File: src/rtl/proc_pkg.sv
// Shared definitions for the processor control path: opcodes, step encoding
// and the width of the register select vectors.
package proc_pkg;

    localparam int REG_SEL_W = 8;

    localparam logic [2:0] OP_MV  = 3'b000;
    localparam logic [2:0] OP_MVI = 3'b001;
    localparam logic [2:0] OP_ADD = 3'b010;
    localparam logic [2:0] OP_SUB = 3'b011;

    // Instruction step; the encoding is fixed so T0..T3 read as 00..11
    typedef enum logic [1:0] {
        T0 = 2'b00,
        T1 = 2'b01,
        T2 = 2'b10,
        T3 = 2'b11
    } step_t;

endpackage

File: src/rtl/bus_controller_dec3to8.sv
// 3-to-8 one-hot decoder, MSB-first: index 0 selects bit 7 (R0), index 7
// selects bit 0 (R7). Output is all zeros when the enable is low.
module dec3to8
    import proc_pkg::*;
(
    input  logic [2:0]           idx_i,
    input  logic                 en_i,
    output logic [REG_SEL_W-1:0] onehot_o
);

    localparam logic [REG_SEL_W-1:0] MSB_ONLY = 8'b1000_0000;

    // Shift a single bit down from the MSB by the register index
    always_comb begin
        onehot_o = '0;
        if (en_i) begin
            onehot_o = MSB_ONLY >> idx_i;
        end
    end

endmodule

File: src/rtl/bus_controller.sv
// Control unit for the datapath bus: fetches a 9-bit instruction (III XXX YYY)
// from DIN, steps through T0..T3 and decodes the bus-driver selects and
// register load enables for each step.
module bus_controller
    import proc_pkg::*;
#(
    parameter int DATA_W = 16
) (
    input  logic                 Clock,
    input  logic                 Resetn,
    input  logic                 Run,
    input  logic [DATA_W-1:0]    DIN,
    output logic [REG_SEL_W-1:0] Rout,
    output logic                 Gout,
    output logic                 DINout,
    output logic [REG_SEL_W-1:0] Rin,
    output logic                 Ain,
    output logic                 Gin,
    output logic                 IRin,
    output logic                 AddSub,
    output logic                 Done
);

    step_t       step_q, step_d;
    logic [8:0]  ir_q, ir_d;

    logic [2:0]           opcode;
    logic [2:0]           regX;
    logic [2:0]           regY;
    logic [REG_SEL_W-1:0] xOneHot;
    logic [REG_SEL_W-1:0] yOneHot;
    logic                 unusedDin;

    assign opcode    = ir_q[8:6];
    assign regX      = ir_q[5:3];
    assign regY      = ir_q[2:0];

    // Only the low nine bits of DIN carry an instruction
    assign unusedDin = ^DIN[DATA_W-1:9];

    // Decoders are held off during reset so no select can glitch high
    dec3to8 u_decX (
        .idx_i    (regX),
        .en_i     (Resetn),
        .onehot_o (xOneHot)
    );

    dec3to8 u_decY (
        .idx_i    (regY),
        .en_i     (Resetn),
        .onehot_o (yOneHot)
    );

    // Step register and instruction register; reset aborts any instruction
    always_ff @(posedge Clock or negedge Resetn) begin
        if (!Resetn) begin
            step_q <= T0;
            ir_q   <= '0;
        end else begin
            step_q <= step_d;
            ir_q   <= ir_d;
        end
    end

    // Moore decode of step and IR into selects, enables and the next step
    always_comb begin
        step_d = step_q;
        ir_d   = ir_q;
        Rout   = '0;
        Rin    = '0;
        Gout   = 1'b0;
        DINout = 1'b0;
        Ain    = 1'b0;
        Gin    = 1'b0;
        IRin   = 1'b0;
        AddSub = 1'b0;
        Done   = 1'b0;
        unique case (step_q)
            T0: begin
                IRin = Run & Resetn;
                if (Run) begin
                    ir_d   = DIN[8:0];
                    step_d = T1;
                end
            end
            T1: begin
                case (opcode)
                    OP_MV: begin
                        Rout   = yOneHot;
                        Rin    = xOneHot;
                        Done   = 1'b1;
                        step_d = T0;
                    end
                    OP_MVI: begin
                        DINout = 1'b1;
                        Rin    = xOneHot;
                        Done   = 1'b1;
                        step_d = T0;
                    end
                    OP_ADD, OP_SUB: begin
                        Rout   = xOneHot;
                        Ain    = 1'b1;
                        step_d = T2;
                    end
                    default: begin
                        Done   = 1'b1;
                        step_d = T0;
                    end
                endcase
            end
            T2: begin
                if (opcode == OP_ADD || opcode == OP_SUB) begin
                    Rout   = yOneHot;
                    Gin    = 1'b1;
                    AddSub = (opcode == OP_SUB);
                    step_d = T3;
                end else begin
                    step_d = T0;
                end
            end
            T3: begin
                Gout   = 1'b1;
                Rin    = xOneHot;
                Done   = 1'b1;
                step_d = T0;
            end
            default: begin
                step_d = T0;
            end
        endcase
    end

endmodule

File: config.mk
export PLATFORM = sky130hd
export DESIGN_NAME = bus_controller
export DESIGN_NICKNAME = d
export VERILOG_FILES = /design/src/rtl/proc_pkg.sv /design/src/rtl/bus_controller_dec3to8.sv /design/src/rtl/bus_controller.sv
export SDC_FILE = /design/constraint.sdc
export NUM_CORES = 1
export LEC_CHECK = 0
export ABC_AREA = 1
export CORE_MARGIN = 8
export CORE_UTILIZATION = 40
export DETAILED_ROUTE_END_ITERATION = 10
export PLACE_DENSITY_LB_ADDON = 0.1
export RECOVER_POWER = 25
export REMOVE_ABC_BUFFERS = 1
export SETUP_SLACK_MARGIN = 0.5
export SLEW_MARGIN = 20
export SYNTH_ARGS = -nofsm -noshare
export SYNTH_HDL_FRONTEND = slang
export SYNTH_SLANG_ARGS = --single-unit
File: constraint.sdc
create_clock -name Clock -period 2.28 [get_ports Clock]
set_clock_uncertainty 0.1 [all_clocks]
set_input_delay 0.57 -clock Clock [delete_from_list [all_inputs] [get_ports Clock]]
set_output_delay 0.57 -clock Clock [all_outputs]
set_load 0.05 [all_outputs]
==> results of run 1 <==
[timing repair]
item / CTS
buffers inserted: 7
setup endpoints to repair: 22
hold buffers: 0
resized for setup: 58
pin swaps: 13
[cell families after synthesis]
kind of cell / count (synthesis)
AO/OA/AOI/OAI: 16
adder cells (fa/ha/maj): 4
buffers and inverters: 21
flip-flops: 11
multiplexers: 3
AND/OR/NAND/NOR: 72
[stage by stage]
step	area (µm²)	setup WS, ps	std cells	utilization
floorplan	842	-551	125	-
global placement	1570	-460	202	0.783
detailed placement	1570	-511	202	0.783
CTS	1840	-36.3	213	0.919
==> summary.md, run 1 <==
| Metric | Value |
|---|---|
| Die Ht | `62.3 µm` |
| Die X-Extent | `62.3 µm` |
| Err | `[ERROR DPL-0038] Utilization greater than 100%, impossible to legalize` |
| Synth Instances | `127` |
| Top-count cell post-synth | `nand2_1` |
| Fraction of registers with async set/reset | `1.00` |
| Compound-gate portion of the synthesized area | `0.0991` |
| Post-synth top cells | `nand2_1, nor2_1, inv_1` |
| EDFF count, synth | `0` |
| WEP type | `output port` |
| Synth top area cells | `dfrtp_1, nand2_1, nor2_1` |
| Initial core utilization | `0.429` |
| Sequential area share after synthesis | `0.321` |
| # H-tree levels | `1` |
| Largest family of logic cells by synthesized area | `simple AND/OR/NAND/NOR gates` |
| I/O pin cnt | `42` |
| Site row count | `16` |
| IO Port Bufs | `34` |
| Post-synthesis cell area | `858 µm²` |
| Ys flop type | `dfrtp_1` |
| Synth Register Bits | `11` |
| Inserted Clock Buffers | `3` |
| Synth area leader | `dfrtp_1` |
| Post-synthesis xor/xnor area fraction | `0` |
| Status | `aborted with a tool error` |
| Fraction of the mapped netlist area in simple logic gates | `0.380` |
| Adder-Cell Fraction of Synth Area | `0.0583` |
| Longest Clk Path Bufs | `2` |
| Syn_area_per_cell | `6.76 µm²` |
| Yosys cell types | `21` |
| GPL Wtd Cong | `0.898` |
| Synth Warn # | `0` |
| Placed wire-length estimate | `2.29 mm` |
| Root buf cell | `clkbuf_4` |
| Clock sinks | `11` |
| Worst endpoint after global-route timing repair | `Rout[4]` |
| Halt Stage | `5_1_grt` |
| Mux contribution to synthesized area | `0.0394` |
| Synth top area share | `0.321` |
| Largest net degree at the start of global routing | `16` |
==> run 2, diff against run 1 <==
--- a/config.mk
+++ b/config.mk
@@ -6,13 +6,12 @@
 export NUM_CORES = 1
 export LEC_CHECK = 0
 export ABC_AREA = 1
-export CORE_MARGIN = 8
-export CORE_UTILIZATION = 40
+export CORE_AREA = 8 8 69 71
 export DETAILED_ROUTE_END_ITERATION = 10
-export PLACE_DENSITY_LB_ADDON = 0.1
+export DIE_AREA = 0 0 77 79
+export PLACE_DENSITY_LB_ADDON = 0.15
 export RECOVER_POWER = 25
 export REMOVE_ABC_BUFFERS = 1
-export SETUP_SLACK_MARGIN = 0.5
 export SLEW_MARGIN = 20
 export SYNTH_ARGS = -nofsm -noshare
 export SYNTH_HDL_FRONTEND = slang
==> summary.md, run 2 <==
| Metric | Value |
|---|---|
| Status | `complete, but fails checks` |
| Failing checks | `negative setup slack` |
| Post-synthesis cell area | `858 µm² (unchanged)` |
| GR Overflow Total | `0` |
| Slowest CP cell | `dfrtp_1` |
| Vias in the first global route | `1114` |
| Die Ht | `79 µm (+27%)` |
| Pwr dens | `974 nW/µm²` |
| Syn_area_per_cell | `6.76 µm² (unchanged)` |
| Initial core utilization | `0.226 (-0.203)` |
| Synth Instances | `127 (unchanged)` |
| Synth area leader | `dfrtp_1` |
| Remaining DRCs | `0` |
| Hold WS | `248 ps` |
| Worst Hold Class | `in2async` |
| Layout cells sized above 1 | `0.527` |
| Top sig layer | `met4` |
| Fraction of the mapped netlist area in simple logic gates | `0.380 (unchanged)` |
| DR vias/cell | `4.44` |
| Final Cycle Share | `1.02` |
| Detail Route met3 WL | `118 µm` |
| CP required | `1610 ps` |
| GPL Wtd Cong | `0.808 (-10%)` |
| WS Path Type | `reg2out` |
| CP Depth | `10` |
| Yosys cell types | `21 (unchanged)` |
| Site row count | `23 (+7)` |
| Most frequent cells in the layout | `buf_12, nand2_1, buf_4` |
| Post-synth top cells | `nand2_1, nor2_1, inv_1` |
| IO Port Bufs | `34 (unchanged)` |
| Max Fclk | `0.429 GHz` |
| I/O pin cnt | `42 (unchanged)` |
| Fin crit period | `2330 ps` |
| Mux contribution to synthesized area | `0.0394 (unchanged)` |
| Post-synthesis xor/xnor area fraction | `0 (unchanged)` |
| Critical Path AT | `1660 ps` |
| Synth top area share | `0.321 (unchanged)` |
| EDFF count, synth | `0 (unchanged)` |
| Initial antenna violation count | `0` |
| RSZ-0062 raised after global routing | `true` |
| LEAKAGE | `0.800 nW` |
| Ys flop type | `dfrtp_1` |
| Tot GR Track Use | `0.108` |
| Final wirelength | `3.17 mm` |
| Area Growth Syn to Fin | `126%` |
| Worst-path cell chain | `inv_2 -> ha_4 -> inv_4 -> nor2_4 -> nand2_2 -> nand2_2 -> inv_4 -> nor3_4 -> buf_6 -> buf_12` |
| Pre-CTS setup slack | `-501 ps (+9.99 ps)` |
| Metal-1 WL | `1.19 mm` |
| Compound-gate portion of the synthesized area | `0.0991 (unchanged)` |
| # H-tree levels | `1 (unchanged)` |
| Core Region | `3800 µm²` |
| Die area | `6080 µm²` |
| Largest Register | `ir_q` |
| Most common cell after layout, fill and taps aside | `buf_12` |
| Post-route ant nets | `0` |
| DR iter-0 viols | `32` |
| Filler cells | `365` |
| Routed length per instance | `13.4 µm` |
| Clock input transition at the sequential cells of the worst setup and hold paths | `50 ps` |
| Synth top area cells | `dfrtp_1, nand2_1, nor2_1` |
| Synth Warn # | `0 (unchanged)` |
| Biggest cell delay along the critical path | `380 ps` |
| Crit path max-delay family | `simple AND/OR/NAND/NOR gates` |
| Placed wire-length estimate | `2.43 mm (+6.1%)` |
| Max FFs per register | `9` |
| Met2 WL | `1.77 mm` |
| VDD IR max | `0.606 mV` |
| Largest family of logic cells by synthesized area | `simple AND/OR/NAND/NOR gates` |
| First-pass GRT wire length | `5.38 mm` |
| CP startpoint kind | `register` |
| Largest regs | `ir_q x9, step_q x2` |
| R2r worst-path depth | `6` |
| CTS tree | `built` |
| Sequential area share after synthesis | `0.321 (unchanged)` |
| # setup viols final | `14` |
| Die X-Extent | `77 µm (+24%)` |
| Final critical-path setup slack | `-53.1 ps` |
| Hold-fix buffers, CTS | `0 (unchanged)` |
| Adder-Cell Fraction of Synth Area | `0.0583 (unchanged)` |
| Top-count cell post-synth | `nand2_1` |
| # diodes | `0` |
| Largest net degree at the start of global routing | `16` |
| Synth Register Bits | `11 (unchanged)` |
| Final hold vios | `0` |
| Max Cap Viol | `0` |
| Vias | `1047` |
| Fraction of registers with async set/reset | `1.00 (unchanged)` |
| Max Slew Vio Count | `0` |
| Layout Nets | `210` |
| CP Capture Type | `primary output` |
| Clock Latency Late Sink | `240 ps` |
| First-pass DRT Iterations | `4` |
| Worst-margin pin slew | `335 ps` |
| Longest Clk Path Bufs | `2 (unchanged)` |
| Critical Path Fanout Max | `8` |
| Clock sinks | `11 (unchanged)` |
| Slew HR | `0.776` |
| Root buf cell | `clkbuf_8` |
| WP buf/inv | `5` |
| Inserted Clock Buffers | `3 (unchanged)` |
run 2: cell counts after synthesis:
Identical to the previous run, type by type.
run 2: cell families (layout without fill, tap and decap cells):
family,Yosys count,in the layout
AND/OR/NAND/NOR,72,73
buffers and inverters,21,79
AO/OA/AOI/OAI,16,16
flip-flops,11,11
adder cells (fa/ha/maj),4,4
multiplexers,3,3
run 2: final timing paths:
check / to / slack (ps) / start
worst min register to register: ir_q[5]$_DFFE_PN0P_ / 450 / ir_q[5]$_DFFE_PN0P_
worst max register to register: ir_q[7]$_DFFE_PN0P_ / 600 / step_q[1]$_DFFE_PN0P_
max in group asynchronous: ir_q[3]$_DFFE_PN0P_ / 1380 / Resetn
min in group Clock: ir_q[5]$_DFFE_PN0P_ / 450 / ir_q[5]$_DFFE_PN0P_
worst max-delay path: Rin[4] / -50 / step_q[1]$_DFFE_PN0P_
worst min-delay path: ir_q[6]$_DFFE_PN0P_ / 250 / Resetn
run 2: layout make-up:
| class | instances | area (µm²) | area share |
|---|---|---|---|
| multi-input combinational | 96 | 742 | 0.383 |
| clock buffer | 4 | 45.0 | 0.0232 |
| timing repair buffer | 56 | 737 | 0.380 |
| inverter | 19 | 76.3 | 0.0394 |
| sequential | 11 | 277 | 0.143 |
| tap | 50 | 62.6 | 0.0323 |
run 2: per-stage QoR:
| stage | std cells | instance area (µm²) | total power [mW] | setup TNS, ps | util |
|---|---|---|---|---|---|
| 2_1_floorplan | 125 | 842 | 0.951 | -5940 | - |
| 3_3_place_gp | 227 | 1610 | 1.36 | -6820 | 0.424 |
| 3_5_place_dp | 227 | 1610 | 1.39 | -6700 | 0.424 |
| 4_1_cts | 234 | 1820 | 1.77 | -307 | 0.479 |
| 5_1_grt | 236 | 1940 | 2.02 | -1560 | 0.511 |
| 6_report | 236 | 1940 | 1.89 | -394 | 0.511 |
run 2: where the power goes:
| group | switching [mW] | internal (mW) | leakage, nW | total [mW] |
|---|---|---|---|---|
| clock network | 0.0756 | 0.123 | 0.0228 | 0.199 |
| registers | 0.0968 | 0.291 | 0.125 | 0.388 |
| logic | 0.808 | 0.493 | 0.652 | 1.30 |
| total | 0.981 | 0.907 | 0.800 | 1.89 |
run 2: repair_timing:
| item | CTS | global route |
|---|---|---|
| setup buffers | 4 | 1 |
| pin swaps | 10 | 11 |
| resized for setup | 37 | 23 |
| endpoints found under the setup margin | 17 | 16 |
| hold endpoints to repair | 0 | 0 |
| cloned | 0 | 1 |
run 2: routing by layer:
layer	GRT usage	up-vias
li1	-	523
met1	0.121	496
met2	0.190	22
met3	0.0214	6
met4	0.0604	0
met5	0	-
Note: power is estimated with default switching activity, not from simulation.
